[config.mk]
export PLATFORM = sky130hd
export DESIGN_NAME = fetch_stage
export DESIGN_NICKNAME = d
export VERILOG_FILES = /design/src/rtl/fetch_stage.sv
export SDC_FILE = /design/constraint.sdc
export NUM_CORES = 1
export LEC_CHECK = 0
export BUFFER_PORTS_ARGS = -buffer_cell sky130_fd_sc_hd__buf_4
export CAP_MARGIN = 30
export CORE_ASPECT_RATIO = 0.6
export CORE_MARGIN = 4
export CORE_UTILIZATION = 25
export DETAILED_ROUTE_END_ITERATION = 6
export MAX_ROUTING_LAYER = met4
export SKIP_CTS_REPAIR_TIMING = 1
export SLEW_MARGIN = 20
export SYNTH_ARGS = -nofsm -noshare
export SYNTH_HDL_FRONTEND = slang
export SYNTH_SLANG_ARGS = --single-unit
[constraint.sdc]
create_clock -name clk -period 2 [get_ports clk]
set_input_delay 0.2 -clock clk [delete_from_list [all_inputs] [get_ports clk]]
set_output_delay 0.2 -clock clk [all_outputs]
set_load 0.01 [all_outputs]
[src/rtl/fetch_stage.sv]
// fetch_stage: IF stage owning the PC and IF/ID register, assembling two-word instructions.
// Optional FETCH_PERF_EN adds instruction/bubble counters.
module fetch_stage #(
  parameter int PC_W = 32,
  parameter int INSTR_W = 16,
  parameter int IMEM_AW = 21,
  parameter logic [PC_W-1:0] RESET_PC = '0
) (
  input  logic               clk,
  input  logic               reset,
  input  logic               stall,
  input  logic               flush,
  input  logic               redirect_valid,
  input  logic [PC_W-1:0]    redirect_pc,
  output logic [IMEM_AW-1:0] imem_addr,
  input  logic [INSTR_W-1:0] imem_data,
  output logic               if_id_valid,
  output logic [INSTR_W-1:0] if_id_instr,
  output logic [INSTR_W-1:0] if_id_imm,
  output logic               if_id_has_imm,
  output logic [PC_W-1:0]    if_id_pc,
`ifdef FETCH_PERF_EN
  output logic [31:0]        perf_instr_cnt,
  output logic [31:0]        perf_bubble_cnt,
`endif
  output logic [PC_W-1:0]    if_id_pc_next
);
  typedef enum logic {S_OP, S_IMM} state_t;
  state_t state, state_n;
  logic [PC_W-1:0] pc, pc_n, pc_inc, op_pc, op_pc_n;
  logic [INSTR_W-1:0] op_instr, op_instr_n;
  logic valid_n, has_imm_n, hold, load, is_long;
  logic [INSTR_W-1:0] instr_n, imm_n;
  logic [PC_W-1:0] id_pc_n, id_pc_next_n;
  assign imem_addr = pc[IMEM_AW-1:0];
  assign pc_inc = pc + 1'b1;
  assign is_long = imem_data[INSTR_W-1];
  assign hold = stall & ~redirect_valid & ~flush;
  assign load = ~redirect_valid & ~flush & ~stall;
  always_ff @(posedge clk)
    if (!reset) state <= S_OP;
    else state <= state_n;
  always_comb begin
    state_n = state;
    if (redirect_valid) state_n = S_OP;
    else if (flush) state_n = S_OP;
    else if (!stall) state_n = (state == S_OP && is_long) ? S_IMM : S_OP;
  end
  // The IMM word is never decoded: only the S_OP path looks at bit 15.
  always_comb begin
    pc_n = pc;
    op_pc_n = op_pc;
    op_instr_n = op_instr;
    valid_n = if_id_valid;
    instr_n = if_id_instr;
    imm_n = if_id_imm;
    has_imm_n = if_id_has_imm;
    id_pc_n = if_id_pc;
    id_pc_next_n = if_id_pc_next;
    if (redirect_valid) begin
      pc_n = redirect_pc;
      valid_n = 1'b0;
    end else if (flush) begin
      pc_n = (state == S_IMM) ? op_pc : pc;
      valid_n = 1'b0;
    end else if (load) begin
      pc_n = pc_inc;
      if (state == S_OP && is_long) begin
        op_pc_n = pc;
        op_instr_n = imem_data;
        valid_n = 1'b0;
      end else begin
        valid_n = 1'b1;
        instr_n = (state == S_IMM) ? op_instr : imem_data;
        imm_n = (state == S_IMM) ? imem_data : '0;
        has_imm_n = state == S_IMM;
        id_pc_n = (state == S_IMM) ? op_pc : pc;
        id_pc_next_n = pc_inc;
      end
    end
  end
  always_ff @(posedge clk)
    if (!reset) begin
      pc <= RESET_PC;
      op_pc <= '0;
      op_instr <= '0;
      if_id_valid <= 1'b0;
      if_id_instr <= '0;
      if_id_imm <= '0;
      if_id_has_imm <= 1'b0;
      if_id_pc <= '0;
      if_id_pc_next <= '0;
    end else begin
      pc <= pc_n;
      op_pc <= op_pc_n;
      op_instr <= op_instr_n;
      if_id_valid <= valid_n;
      if_id_instr <= instr_n;
      if_id_imm <= imm_n;
      if_id_has_imm <= has_imm_n;
      if_id_pc <= id_pc_n;
      if_id_pc_next <= id_pc_next_n;
    end
`ifdef FETCH_PERF_EN
  always_ff @(posedge clk)
    if (!reset) begin
      perf_instr_cnt <= '0;
      perf_bubble_cnt <= '0;
    end else if (!hold) begin
      perf_instr_cnt <= perf_instr_cnt + {31'd0, valid_n};
      perf_bubble_cnt <= perf_bubble_cnt + {31'd0, ~valid_n};
    end
`else
  logic unused;
  assign unused = hold;
`endif
endmodule

# Word level (Yosys, flattened, before mapping)
# Cells that the tools add are included.
word_totals:
  reg_bits: 179
  latch_bits: 0
  ram_bits: 0
  mem_bits_ro: 0
  inputBits: 53
  output_inout_bits: 119
  word_cells: 32
  mem_count: 0
op_classes:
  addsub: 1
  multipliers: 0
  div_mod_pow: 0
  magnitude_cmp: 0
  n_eq_ne: 0
  shifts: 0
  muxes: 8
  bitwise: 8
  n_reduce_logical: 5
op_table:
  columns: ["op", "n"]
  rows:
  - ["$mux 32", 4]
  - ["$add 32x1->32 const B", 1]
  - ["$mux 16", 2]
  - ["$reduce_and 4->1", 2]
  - ["$not 1->1", 6]
  - ["$reduce_bool 3->1", 1]
  - ["$reduce_or 3->1", 1]
  - ["$and 1x1->1", 2]
  - ["$mux 1", 2]
  - ["$logic_and 1x1->1", 1]

# Longest topological paths before layout
logic_depth:
  depth_word: 6
  mapped_depth: 8
  depth_no_buf: 6

# Least setup slack after synthesis
# OpenSTA, ideal clock, no wires.
synth_path:
  path_kind: "flip-flop to flip-flop"
  from: "register pc[0]"
  to: "register if_id_pc_next[22]"
  setup_time_ps: 70
  t_arrival_ps: 1857
  t_required_ps: 1930
  slack_ps: 73
  path_stages_with_launch: 8
  n_path_buf: 1
  period_less_slack_ps: 1927
  cell_sequence: "dfxtp_1 -> ha_1 -> and3_1 -> buf_2 -> nand3_4 -> or4_4 -> xor2_1 -> a21oi_1"
synth_between:
  elab_chain_len: 1
synth_lines:
  columns: ["item", "line", "text"]
  rows:
  - ["start, declared", "30", "logic [PC_W-1:0] pc, pc_n, pc_inc, op_pc, op_pc_n;"]
  - ["start signal, assigned", "94", "pc <= pc_n;"]
  - ["$add 32x1->32", "36", "assign pc_inc = pc + 1'b1;"]
  - ["end signal, assigned", "102", "if_id_pc_next <= id_pc_next_n;"]
  - ["end, declared", "26", "output logic [PC_W-1:0] if_id_pc_next"]
# Every way passes these cells.
# A chain may end at the register's enable or synchronous reset.

# Final worst setup path
layout_path:
  from: "register pc[8]"
  to: "register pc[17]"
layout_between:
  elab_chain_len: 4
layout_lines:
  columns: ["item", "line", "text"]
  rows:
  - ["$add 32x1->32", "36", null]
  - ["$mux 32", "66", "end else if (load) begin"]
  - ["$mux 32", "63", "end else if (flush) begin"]
  - ["$mux 32", "60", "if (redirect_valid) begin"]
# Every way passes these cells. The select of a mux whose other input is x is not followed.

==> run summary <==
### Drt
• **number of iterations in the first detailed-routing pass** 5
• **vias per cell** 4.99
• **routed wire length** 29700 um
• **first-iteration detailed-routing DRC count** 740
• **WL/cell** 19.1 um
• **number of design rule violations left after detail routing** 0
• **post-route antenna net violation count** 0
• **via count** 7751

### Setup path
• **FF-to-FF Start** pc[8]$_SDFFE_PN0P_
• **Critical Path Fanout Max** 9
• **critical path data required time** 2330 ps
• **type of the worst setup path** flop to flop
• **startpoint class of the critical path** flop
• **reg-to-reg setup timing slack** 90 ps
• **data arrival time of the critical path** 2240 ps
• **CP endpoint kind** flop
• **number of cells on the worst reg-to-reg path** 6
• **reg2reg end** pc[17]$_SDFFE_PN0P_

### Min path
• **worst min path class** primary input to flop
• **end of the worst hold path** if_id_imm[6]$_SDFFE_PN0P_
• **Min-Delay Startpoint** imem_data[6]
• **cell depth of the worst min-delay path** 3

### Clocking
• **CTS Sinks** 179
• **CTS H-tree lvls** 4
• **cts bufs inserted** 17
• **root buf cell** sky130_fd_sc_hd__clkbuf_16
• **Clock transition at path regs** 70 ps
• **clock latency on the worst-skew pair** 440 ps
• **TritonCTS clock tree** done
• **clk buf depth** 2

### Floorplan
• **Die Outline Area** 36100 um2
• **vertical extent of the die** 149 um
• **top-level I/O count** 172
• **std cell rows** 51
• **horizontal extent of the die** 243 um
• **Core Box Area** 32500 um2
• **initial core utilization** 25.4%

### Place
• **post-placement setup slack** 88.6 ps
• **count of buffers inserted at the top-level ports** 171
• **weighted congestion reported at the end of routability-driven placement** 0.896
• **post-detailed-placement half-perimeter wirelength** 22100 um

### Cells and area
• **commonest cells after routing, fill and taps aside** sky130_fd_sc_hd__buf_4, sky130_fd_sc_hd__dfxtp_1, sky130_fd_sc_hd__nand2_1, sky130_fd_sc_hd__a21oi_1, sky130_fd_sc_hd__nor2_1
• **fraction of layout cells with a size suffix above 1** 27.1%
• **growth of design area from synthesis to finish** 29.3%
• **Layout fillers** 3361
• **Final Net Count** 1170
• **commonest non-fill, non-tap cell in the layout** sky130_fd_sc_hd__buf_4
• **area used by sequential logic in the layout** 3590 um2
• **area of combinational cells with multiple inputs** 4070 um2

### STA
• **final worst hold slack** 9.90 ps
• **count of endpoints failing hold in the final timing report** 0
• **measured slew at the worst slew-check pin** 461 ps
• **setup TNS** 0 ps
• **Worst Clk Skew** 9.96 ps
• **setup repair after global routing missed its margin** false
• **final count of negative-setup-slack endpoints** 0
• **crit path setup slack, layout** 93.3 ps
• **Max Clk Rate** 0.524 GHz
• **count of final max-slew check failures** 0
• **share of the cycle needed by the critical path after routing** 95.3%
• **min cycle time layout** 1910 ps
• **worst slew margin relative to its limit** 69.2%

### Global routing
• **fraction of met3 tracks used by global routing** 6.56%
• **initial antenna violation count** 1
• **GR Layer Usage met1** 23.5%
• **pin count of the biggest net entering global routing** 75
• **global-route wire length before repair** 45200 um
• **most heavily used metal layer in global routing** met1
• **number of global-route vias before repair** 7184
• **GR Util All Layers** 16.8%
• **met2 track demand over resource in global routing** 22.4%
• **remaining global-route overflow** 0

### Synth
• **register area share after synthesis** 43.4%
• **per-instance average area after synthesis** 8.56 um2
• **YS warnings** 0
• **fraction of registers with async set or reset after synthesis** 0%
• **syn nets** 1019
• **Syn Inst Count** 965
• **most instantiated flip-flop cell in the synthesis netlist** sky130_fd_sc_hd__dfxtp_1
• **number of synthesized flops with an enable pin** 0
• **number of synthesized register bits** 179
• **most area-consuming cells after synthesis** sky130_fd_sc_hd__dfxtp_1, sky130_fd_sc_hd__nand2_1, sky130_fd_sc_hd__mux2i_1, sky130_fd_sc_hd__a21oi_1, sky130_fd_sc_hd__a211oi_1
• **area share of the leading cell type in the synthesized netlist** 43.4%
• **total standard cell area after synthesis** 8260 um2
• **largest area contributor in the synthesized netlist** sky130_fd_sc_hd__dfxtp_1
• **post-synth cell types** 61

### Power and ir drop
• **leakage component of the power** 3.98 nW
• **Worst VDD drop** 0.599 mV
• **power density over the cells** 761 nW/um2

### Status
• **status** complete, no violations

### Job
• **number of violations of the max-capacitance limit** 0

## where the power goes
group          internal, mW  switching, mW
Clock                  1.74           1.52
Combinational         0.464          0.630
Sequential             3.69         0.0940
Total                  5.89           2.24
## logic make-up after synthesis
kind of cell / count (synthesis) / synth area share [%]
and+or+nand+nor: 299 / 16.9
AOI/OAI and AO/OA: 294 / 23.4
DFF: 179 / 43.4
buffers and inverters: 118 / 7.66
muxes: 49 / 5.93
xor gates and xnor gates: 25 / 2.65
adders and majority gates: 1 / 0.151
## metrics by stage
stage	cell area (um2)	util, %	instances	power (mW)
floorplan	8260	-	965	4.45
global placement	10100	31.1	1520	4.93
detailed placement	10100	31.1	1520	4.95
CTS	10700	32.8	1551	8.22
global route	10700	32.9	1553	8.48
finish	10700	32.9	1553	8.13
## worst max path at each step
| stage | slack, ps | to | cells after the start | from |
|---|---|---|---|---|
| final | 90 | pc[17]$_SDFFE_PN0P_ | 6 | pc[8]$_SDFFE_PN0P_ |
| after CTS | 70 | pc[27]$_SDFFE_PN0P_ | 5 | pc[22]$_SDFFE_PN0P_ |
| after global placement | 140 | pc[27]$_SDFFE_PN0P_ | 5 | pc[13]$_SDFFE_PN0P_ |
| after detailed placement | 90 | if_id_pc_next[29]$_SDFFE_PN0P_ | 4 | pc[22]$_SDFFE_PN0P_ |
| after floorplan | 70 | if_id_pc_next[22]$_SDFFE_PN0P_ | 7 | pc[0]$_SDFFE_PN0P_ |
| after global routing | 0.3 | pc[17]$_SDFFE_PN0P_ | 6 | pc[8]$_SDFFE_PN0P_ |
## layout make-up
class	count	share of cell area [%]
clock buffers	22	4.53
inverters	9	0.340
multi-input cells	668	38.1
well taps	424	4.97
diodes	1	0.0234
clock inverters	9	0.679
repair buffers	241	17.8
flip-flops and latches	179	33.6
## worst max-delay path, stage by stage (launching register included)
cell and delay, ps:
sky130_fd_sc_hd__dfxtp_1 360, sky130_fd_sc_hd__buf_4 180, sky130_fd_sc_hd__nand4_1 250, sky130_fd_sc_hd__nor3_4 370
sky130_fd_sc_hd__and4_1 250, sky130_fd_sc_hd__o21ai_0 70, sky130_fd_sc_hd__a221oi_1 320
## synth_stat cells (7+ instances only)
| cell | count |
|---|---|
| sky130_fd_sc_hd__a21oi_1 | 95 |
| sky130_fd_sc_hd__inv_1 | 7 |
| sky130_fd_sc_hd__nand2_1 | 136 |
| sky130_fd_sc_hd__dfxtp_1 | 179 |
| sky130_fd_sc_hd__nand3_1 | 13 |
| sky130_fd_sc_hd__o211ai_1 | 10 |
| sky130_fd_sc_hd__mux2i_1 | 49 |
| sky130_fd_sc_hd__buf_2 | 35 |
| sky130_fd_sc_hd__o21ai_0 | 48 |
| sky130_fd_sc_hd__a211oi_1 | 62 |
| sky130_fd_sc_hd__a221oi_1 | 10 |
| sky130_fd_sc_hd__nor2_1 | 91 |
| sky130_fd_sc_hd__nor3_1 | 12 |
| sky130_fd_sc_hd__xor2_1 | 13 |
| sky130_fd_sc_hd__a22oi_1 | 17 |
| sky130_fd_sc_hd__buf_4 | 26 |
| sky130_fd_sc_hd__o221ai_1 | 8 |
| sky130_fd_sc_hd__a31oi_1 | 9 |
| sky130_fd_sc_hd__xnor2_1 | 12 |
| sky130_fd_sc_hd__clkbuf_1 | 40 |
## flip-flops by register name (all words and copies together) (netlist names)
register and flops:
if_id_instr 16, if_id_has_imm 1, if_id_imm 16, state 1, op_pc 32, op_instr 16, if_id_valid 1, pc 32
if_id_pc_next 32, if_id_pc 32
## metal layers
layer | routed length, um | vias to the layer above
li1 | - | 3733
met1 | 14200 | 3719
met2 | 12100 | 276
met3 | 2890 | 23
met4 | 562 | 0
met5 | 0 | -
Power figures use the tool's default switching activity.
